===== src/rtl/wb_interconnect_b3.sv =====
// Wishbone B3 shared-bus interconnect: N masters arbitrated (round-robin or
// fixed priority) onto one bus, M slaves decoded by base/mask table, with an
// internal error response for unmapped addresses, a per-access watchdog and a
// registered write-snoop port.
module wb_interconnect_b3 #(
    parameter int MASTERS    = 2,
    parameter int SLAVES     = 4,
    parameter int ADDR_WIDTH = 32,
    parameter int DATA_WIDTH = 32,
    parameter logic [SLAVES-1:0][ADDR_WIDTH-1:0] S_BASE = '0,
    parameter logic [SLAVES-1:0][ADDR_WIDTH-1:0] S_MASK = '0,
    parameter bit ARB_RR     = 1'b1,
    parameter int TIMEOUT    = 256
) (
    input  logic                                       clk_i,
    input  logic                                       rst_ni,
    // master side
    input  logic [MASTERS-1:0][ADDR_WIDTH-1:0]         m_adr_i,
    input  logic [MASTERS-1:0][DATA_WIDTH-1:0]         m_dat_i,
    input  logic [MASTERS-1:0][DATA_WIDTH/8-1:0]       m_sel_i,
    input  logic [MASTERS-1:0]                         m_we_i,
    input  logic [MASTERS-1:0][2:0]                    m_cti_i,
    input  logic [MASTERS-1:0][1:0]                    m_bte_i,
    input  logic [MASTERS-1:0]                         m_cyc_i,
    input  logic [MASTERS-1:0]                         m_stb_i,
    output logic [MASTERS-1:0][DATA_WIDTH-1:0]         m_dat_o,
    output logic [MASTERS-1:0]                         m_ack_o,
    output logic [MASTERS-1:0]                         m_err_o,
    output logic [MASTERS-1:0]                         m_rty_o,
    // slave side
    output logic [SLAVES-1:0][ADDR_WIDTH-1:0]          s_adr_o,
    output logic [SLAVES-1:0][DATA_WIDTH-1:0]          s_dat_o,
    output logic [SLAVES-1:0][DATA_WIDTH/8-1:0]        s_sel_o,
    output logic [SLAVES-1:0]                          s_we_o,
    output logic [SLAVES-1:0][2:0]                     s_cti_o,
    output logic [SLAVES-1:0][1:0]                     s_bte_o,
    output logic [SLAVES-1:0]                          s_cyc_o,
    output logic [SLAVES-1:0]                          s_stb_o,
    input  logic [SLAVES-1:0][DATA_WIDTH-1:0]          s_dat_i,
    input  logic [SLAVES-1:0]                          s_ack_i,
    input  logic [SLAVES-1:0]                          s_err_i,
    input  logic [SLAVES-1:0]                          s_rty_i,
    // snoop and bus hold
    output logic [ADDR_WIDTH-1:0]                      snoop_adr_o,
    output logic                                       snoop_en_o,
    input  logic                                       bus_hold,
    output logic                                       bus_hold_ack
);

    localparam int SEL_WIDTH = DATA_WIDTH / 8;
    localparam int MW        = (MASTERS > 1) ? $clog2(MASTERS) : 1;
    localparam int SW        = (SLAVES > 1) ? $clog2(SLAVES) : 1;
    localparam int WDW       = (TIMEOUT > 1) ? $clog2(TIMEOUT) : 1;
    localparam logic [WDW-1:0] WD_MAX = WDW'((TIMEOUT > 0) ? TIMEOUT - 1 : 0);
    localparam logic [MW-1:0]  M_LAST = MW'(MASTERS - 1);

    typedef enum logic [1:0] {S_IDLE, S_BUSY, S_HOLD} state_t;

    state_t                 state_q, state_d;
    logic [MW-1:0]          gnt_q, gnt_d;
    logic [MW-1:0]          ptr_q, ptr_d;
    logic                   hold_ack_q, hold_ack_d;
    logic                   err_q, err_d;
    logic [WDW-1:0]         wd_q, wd_d;
    logic [ADDR_WIDTH-1:0]  snoop_adr_q, snoop_adr_d;
    logic                   snoop_en_q, snoop_en_d;

    logic                   gnt_vld;
    logic [ADDR_WIDTH-1:0]  g_adr;
    logic                   g_we;
    logic                   g_cyc;
    logic                   g_stb;
    logic                   hit;
    logic [SW-1:0]          sel_idx;
    logic                   rs_ack, rs_err, rs_rty;
    logic                   fwd_ack, fwd_err, fwd_rty;
    logic                   pending;
    logic                   timeout;
    logic [MW-1:0]          arb_idx;

    // Granted master view; a registered error cycle masks the strobe so a held
    // stb only retries on the cycle after the error.
    always_comb begin
        gnt_vld = (state_q == S_BUSY);
        g_adr   = m_adr_i[gnt_q];
        g_we    = m_we_i[gnt_q];
        g_cyc   = gnt_vld & m_cyc_i[gnt_q];
        g_stb   = g_cyc & m_stb_i[gnt_q] & ~err_q;
    end

    // Address decode: scan high to low so the lowest-index hit wins overlaps.
    always_comb begin
        hit     = 1'b0;
        sel_idx = '0;
        for (int i = SLAVES - 1; i >= 0; i--) begin
            if ((S_MASK[i] != '0) &&
                ((g_adr & S_MASK[i]) == (S_BASE[i] & S_MASK[i]))) begin
                hit     = 1'b1;
                sel_idx = SW'(i);
            end
        end
    end

    // Slave fan-out: request fields broadcast, cyc/stb only to the hit slave.
    always_comb begin
        s_adr_o = '0;
        s_dat_o = '0;
        s_sel_o = '0;
        s_we_o  = '0;
        s_cti_o = '0;
        s_bte_o = '0;
        s_cyc_o = '0;
        s_stb_o = '0;
        if (gnt_vld) begin
            for (int i = 0; i < SLAVES; i++) begin
                s_adr_o[i] = m_adr_i[gnt_q];
                s_dat_o[i] = m_dat_i[gnt_q];
                s_sel_o[i] = m_sel_i[gnt_q];
                s_we_o[i]  = m_we_i[gnt_q];
                s_cti_o[i] = m_cti_i[gnt_q];
                s_bte_o[i] = m_bte_i[gnt_q];
            end
        end
        if (g_cyc && hit) begin
            s_cyc_o[sel_idx] = 1'b1;
            s_stb_o[sel_idx] = g_stb;
        end
    end

    // Response return: only while strobing (drops late acks), err dominates.
    always_comb begin
        rs_ack  = g_stb & hit & s_ack_i[sel_idx];
        rs_err  = g_stb & hit & s_err_i[sel_idx];
        rs_rty  = g_stb & hit & s_rty_i[sel_idx];
        fwd_err = rs_err | (err_q & g_cyc);
        fwd_ack = rs_ack & ~fwd_err;
        fwd_rty = rs_rty & ~fwd_err;
        m_ack_o = '0;
        m_err_o = '0;
        m_rty_o = '0;
        m_dat_o = '0;
        if (gnt_vld) begin
            m_ack_o[gnt_q] = fwd_ack;
            m_err_o[gnt_q] = fwd_err;
            m_rty_o[gnt_q] = fwd_rty;
        end
        if (gnt_vld && hit) begin
            for (int m = 0; m < MASTERS; m++) begin
                m_dat_o[m] = s_dat_i[sel_idx];
            end
        end
    end

    // Watchdog and internal error: unmapped strobe or an expired wait both
    // raise a one-cycle registered error toward the granted master.
    always_comb begin
        pending = g_stb & hit & ~(s_ack_i[sel_idx] | s_err_i[sel_idx] | s_rty_i[sel_idx]);
        timeout = 1'b0;
        wd_d    = '0;
        if ((TIMEOUT != 0) && pending) begin
            if (wd_q == WD_MAX) begin
                timeout = 1'b1;
            end else begin
                wd_d = wd_q + 1'b1;
            end
        end
        err_d = (g_stb & ~hit) | timeout;
    end

    // Write snoop: capture address of every slave-acked write.
    always_comb begin
        snoop_en_d  = fwd_ack & g_we;
        snoop_adr_d = snoop_en_d ? g_adr : snoop_adr_q;
    end

    // Arbiter: first requester at or after the search pointer.
    always_comb begin
        int  j;
        logic found;
        arb_idx = '0;
        found   = 1'b0;
        for (int k = 0; k < MASTERS; k++) begin
            j = (ARB_RR ? int'(ptr_q) : 0) + k;
            if (j >= MASTERS) j = j - MASTERS;
            if (!found && m_cyc_i[MW'(j)]) begin
                found   = 1'b1;
                arb_idx = MW'(j);
            end
        end
    end

    // Bus ownership FSM next-state: grant held for the whole cycle, one idle
    // cycle between owners, hold only taken from IDLE.
    always_comb begin
        state_d    = state_q;
        gnt_d      = gnt_q;
        ptr_d      = ptr_q;
        hold_ack_d = 1'b0;
        case (state_q)
            S_IDLE: begin
                if (bus_hold) begin
                    state_d = S_HOLD;
                end else if (|m_cyc_i) begin
                    gnt_d   = arb_idx;
                    state_d = S_BUSY;
                end
            end
            S_BUSY: begin
                if (!m_cyc_i[gnt_q]) begin
                    state_d = S_IDLE;
                    ptr_d   = (!ARB_RR || gnt_q == M_LAST) ? '0 : gnt_q + 1'b1;
                end
            end
            S_HOLD: begin
                if (!bus_hold) state_d = S_IDLE;
                else           hold_ack_d = 1'b1;
            end
            default: state_d = S_IDLE;
        endcase
    end

    // State, grant, watchdog and snoop registers.
    always_ff @(posedge clk_i or negedge rst_ni) begin
        if (!rst_ni) begin
            state_q     <= S_IDLE;
            gnt_q       <= '0;
            ptr_q       <= '0;
            hold_ack_q  <= 1'b0;
            err_q       <= 1'b0;
            wd_q        <= '0;
            snoop_adr_q <= '0;
            snoop_en_q  <= 1'b0;
        end else begin
            state_q     <= state_d;
            gnt_q       <= gnt_d;
            ptr_q       <= ptr_d;
            hold_ack_q  <= hold_ack_d;
            err_q       <= err_d;
            wd_q        <= wd_d;
            snoop_adr_q <= snoop_adr_d;
            snoop_en_q  <= snoop_en_d;
        end
    end

    assign bus_hold_ack = hold_ack_q;
    assign snoop_adr_o  = snoop_adr_q;
    assign snoop_en_o   = snoop_en_q;

endmodule


===== config.mk =====
export PLATFORM = sky130hd
export DESIGN_NAME = wb_interconnect_b3
export DESIGN_NICKNAME = d
export VERILOG_FILES = /design/src/rtl/wb_interconnect_b3.sv
export SDC_FILE = /design/constraint.sdc
export NUM_CORES = 1
export LEC_CHECK = 0
export ABC_AREA = 1
export BUFFER_PORTS_ARGS = -buffer_cell sky130_fd_sc_hd__clkbuf_2
export CORE_AREA = 5 5 272 274
export DETAILED_ROUTE_END_ITERATION = 16
export DIE_AREA = 0 0 277 279
export GPL_TIMING_DRIVEN = 0
export PLACE_DENSITY_LB_ADDON = 0.12
export SKIP_CTS_REPAIR_TIMING = 1
export SYNTH_ARGS = -nofsm -noshare
export SYNTH_HDL_FRONTEND = slang
export SYNTH_SLANG_ARGS = --single-unit

===== constraint.sdc =====
create_clock -name clk_i -period 1.5 [get_ports clk_i]
set_clock_uncertainty 0.1 [all_clocks]
set_input_delay 0.3 -clock clk_i [delete_from_list [all_inputs] [get_ports clk_i]]
set_output_delay 0.3 -clock clk_i [all_outputs]
set_load 0.005 [all_outputs]

## Word level (Yosys, flattened, before mapping)

Cells that the tools add are included.

- Magnitude comparators: 6
- Add/subtract/negate cells: 4
- Muxes and demuxes: 42
- Bitwise logic cells: 8
- Eq/ne operators: 5
- Reduce and logical (&&, ||, !) cells: 8

Operator list:

| operator | count |
|---|---|
| $mux 128 | 2 |
| $mux 32 | 4 |
| $mux 1 | 19 |
| $mux 16 | 1 |
| $mux 2 | 7 |
| $mux 12 | 1 |
| $mux 4 | 3 |
| $mux 8 | 1 |
| $lt 1x3->1 const B | 2 |
| $mux 3 | 2 |
| $pmux 2 s3 | 1 |
| $reduce_and 3->1 | 2 |
| $and 1x1->1 | 4 |
| $ne 2x2->1 const B | 2 |
| $ne 3x3->1 const B | 1 |
| $not 1->1 | 3 |
| $add 1x1->2 const B | 1 |
| $and 2x2->2 | 1 |
| $eq 2x1->1 const B | 1 |
| $eq 2x2->1 const B | 1 |
| $ge 1x2->1 const B | 1 |
| $ge 2x2->1 const B | 1 |
| $logic_and 1x1->1 | 2 |
| $logic_not 2->1 | 1 |
| 8 further kinds | 9 |

- Input bits: 295
- Flip-flop bits (word level): 6
- Output and inout bits: 408

## Logic depth before layout (Yosys ltp)

- Depth in word-level cells: 9
- Mapped depth: 7

## Worst setup path before layout

No wires, ideal clock.

- Path kind: register -> output
- Start: register state_q[1]
- End: output port s_dat_o[101] in the netlist's numbering
- Data arrival time: 1184 ps
- Stages on the path, launching flop included: 7
- Path buffers: 3
- Slack: -84 ps
- Cell sequence: dfrtp_1 > inv_1 > nand2_2 > buf_6 > buf_6 > a21oi_1 > buf_4

RTL lines:

| element | line | RTL |
|---|---|---|
| start, declared | 59 | `state_t state_q, state_d;` |
| start signal, assigned | 234 | `state_q <= state_d;` |
| end, declared | 32 | `output logic [SLAVES-1:0][DATA_WIDTH-1:0] s_dat_o,` |

==> metrics.txt <==
outcome=complete, but fails checks; failing checks=setup timing; number of max-cap violations=0; Layout Cells excl Fill=about 2,100; Syn Std Cell Area=4030 um^2; Worst path top cell family by delay=buffers and inverters; PnR worst setup slack=-630 ps; layout cells sized above 1=78.1%; pre-CTS setup slack=-995 ps; Starting Density=~5.7%; fmax=469 MHz; adder-cell share of the synthesized area=0%; Critical Path AT=1730 ps; largest net degree at the start of global routing=11; initial antenna violation count=1; kind of critical path=register to primary output; # setup viols final=298; DR DRC count=0; Synth cell types=19; CP required=~1100 ps; Die W=~280 um; HPWL Detailed=23,400 um; vias in the first global route=roughly 5,200; Final ANT Viol Nets=0; Max stage delay cell, worst path=dfrtp_1; Multi-input gate area=2240 um^2; VDD IR max=between 0.0003 and 0.0004 V; LEAKAGE=between 5 and 6 nW; DR vias=5,166; WL/cell=12.2 um; vias per inst=roughly 2.4; crit-path max cell delay=380 ps; Synth Area in Simple Gates=17.7%; num ports=703; Finished Core Util=12.9%; #FFs+latches synth=6; Crit Path Max Fanout=7; Total Power=7.99 mW; TritonCTS clock tree=yes; Synth Area in Compound Gates=between 10% and 20%; starting DRC count in detailed routing=53; Hold Slack=264 ps; post-synthesis sequential area ratio=3.73%; placed insts=~2,100; main combinational cell family by area after synthesis=buffers and inverters; 1st-pass router iterations=4; mux share of post-synthesis cell area=0%; die span in y=279 um; core box area=71,100 um^2; fin crit period=approximately 2100 ps; HP Class=primary input to register; site row count=98; die area=between 70,000 and 80,000 um^2; syn_area_per_cell=6.52 um^2; PortBufs=453; Syn Inst Count=618; gp weighted congestion=slightly below 0.7; clock-pin slew on the worst setup and hold paths=around 30 ps; Skew-Pair Late Insertion Delay=230 ps; Layout Area Growth over Synthesis=127%; critical path launch point type=register; final hold vios=0; Register Area=151 um^2; grt ovf=0; Post-Synth XOR/XNOR Area=0%; clk sinks=6; Final #Nets=1,492; Antenna Cells=0; Clock Path Buffers=2; Clk Tree Root Cell=clkbuf_16; CP Cell Sequence=buf_12, clkinv_16, buf_16, buf_12, nand2_8, a21oi_4, buf_6, buf_6; gr usage total=6.00%; Ys Warns=0; Pins Over Slew Limit=0; first-pass GRT wire length=35,500 um; fillers=8,354; worst path bufs/invs=6; unrepaired setup endpoints after global routing=yes; routed wire length=26,200 um; Critical Path End Type=primary output; PwrDens=875 nW/um^2; CTS Buf Count=3; final worst-path cycle share=142%; H-tree Lvls=1
==> registers in the layout, indices dropped and copies added, names as in the netlist <==
signal / flops
bus_hold_ack: 1
state_q: 2
err_q: 1
gnt_q: 1
ptr_q: 1
==> cell type report <==
class | instances | share of cell area, %
plain buffers | 356 | 31.7
clock buffers | 3 | 0.821
inverters | 7 | 0.575
multi-input cells | 357 | 24.5
flip-flops and latches | 6 | 1.66
well taps | 950 | 13.0
repair buffers | 466 | 27.7
==> worst paths after layout <==
kind	startpoint	to	slack [ps]	cells past startpoint
setup / recovery	gnt_q	s_dat_o[107]	-630	8
hold reg to reg	ptr_q	ptr_q	390	2
setup reg to reg	gnt_q	err_q	0	7
min in group asynchronous	rst_ni	bus_hold_ack	390	2
max in group asynchronous	rst_ni	state_q[0]	740	2
hold / removal	m_cyc_i[0]	gnt_q	260	3
==> cells in the mapped netlist (all sizes together) <==
cell | instances | area, um^2
conb | 1 | 3.75
inv | 7 | 28.8
dfrtp | 6 | 150
nand4 | 1 | 6.26
nand2 | 163 | 667
nand3 | 3 | 15.0
a21oi | 74 | 445
nor2 | 5 | 18.8
buf | 353 | 2670
o21ai | 1 | 5.00
nor3 | 1 | 5.00
clkbuf | 3 | 11.3
==> logic make-up after synthesis <==
kind of cell    after synthesis
other cells                   1
compound gates               75
simple gates                173
buf+inv                     363
flops                         6
==> power breakdown <==
group	internal [mW]	switching (mW)	total (mW)
sequential	0.205	0.0342	0.240
combinational	3.53	3.79	7.32
clock	0.342	0.0888	0.431
total	4.08	3.92	7.99
==> cell usage in the layout, fill, tap and decap left out, drive strengths merged <==
cell | synthesis | layout
inv | 7 | 6
o21ai | 1 | 1
clkinv | 0 | 1
nand4 | 1 | 1
buf | 353 | 376
nand2 | 163 | 163
nand3 | 3 | 3
dfrtp | 6 | 6
nor3 | 1 | 1
clkbuf | 3 | 448
nor2 | 5 | 5
conb | 1 | 109
a21oi | 74 | 74
dlygate4sd3 | 0 | 1
==> per-stage QoR <==
step	cell area (um^2)	TNS, ps
floorplan	4800	-3750
global placement	8260	-151000
detailed placement	8260	-156420
CTS	8340	-230200
global route	9140	-180640
finish	9140	-153330
==> metal layers <==
metal,global-route usage (%),share of wire [%],vias to the layer above
li1,-,-,2624
met2,11.9,54,307
met1,6.66,38,2231
met5,0,0,-
met3,1.64,7.7,4
met4,0.344,0.32,0
==> worst register-to-register path, delay by kind of cell (launching register included) <==
family                 cells  cell delay, ps
buffers and inverters      3             490
and+or+nand+nor            4             440
DFF                        1             360
No activity file was read; power rests on OpenSTA's default activity.
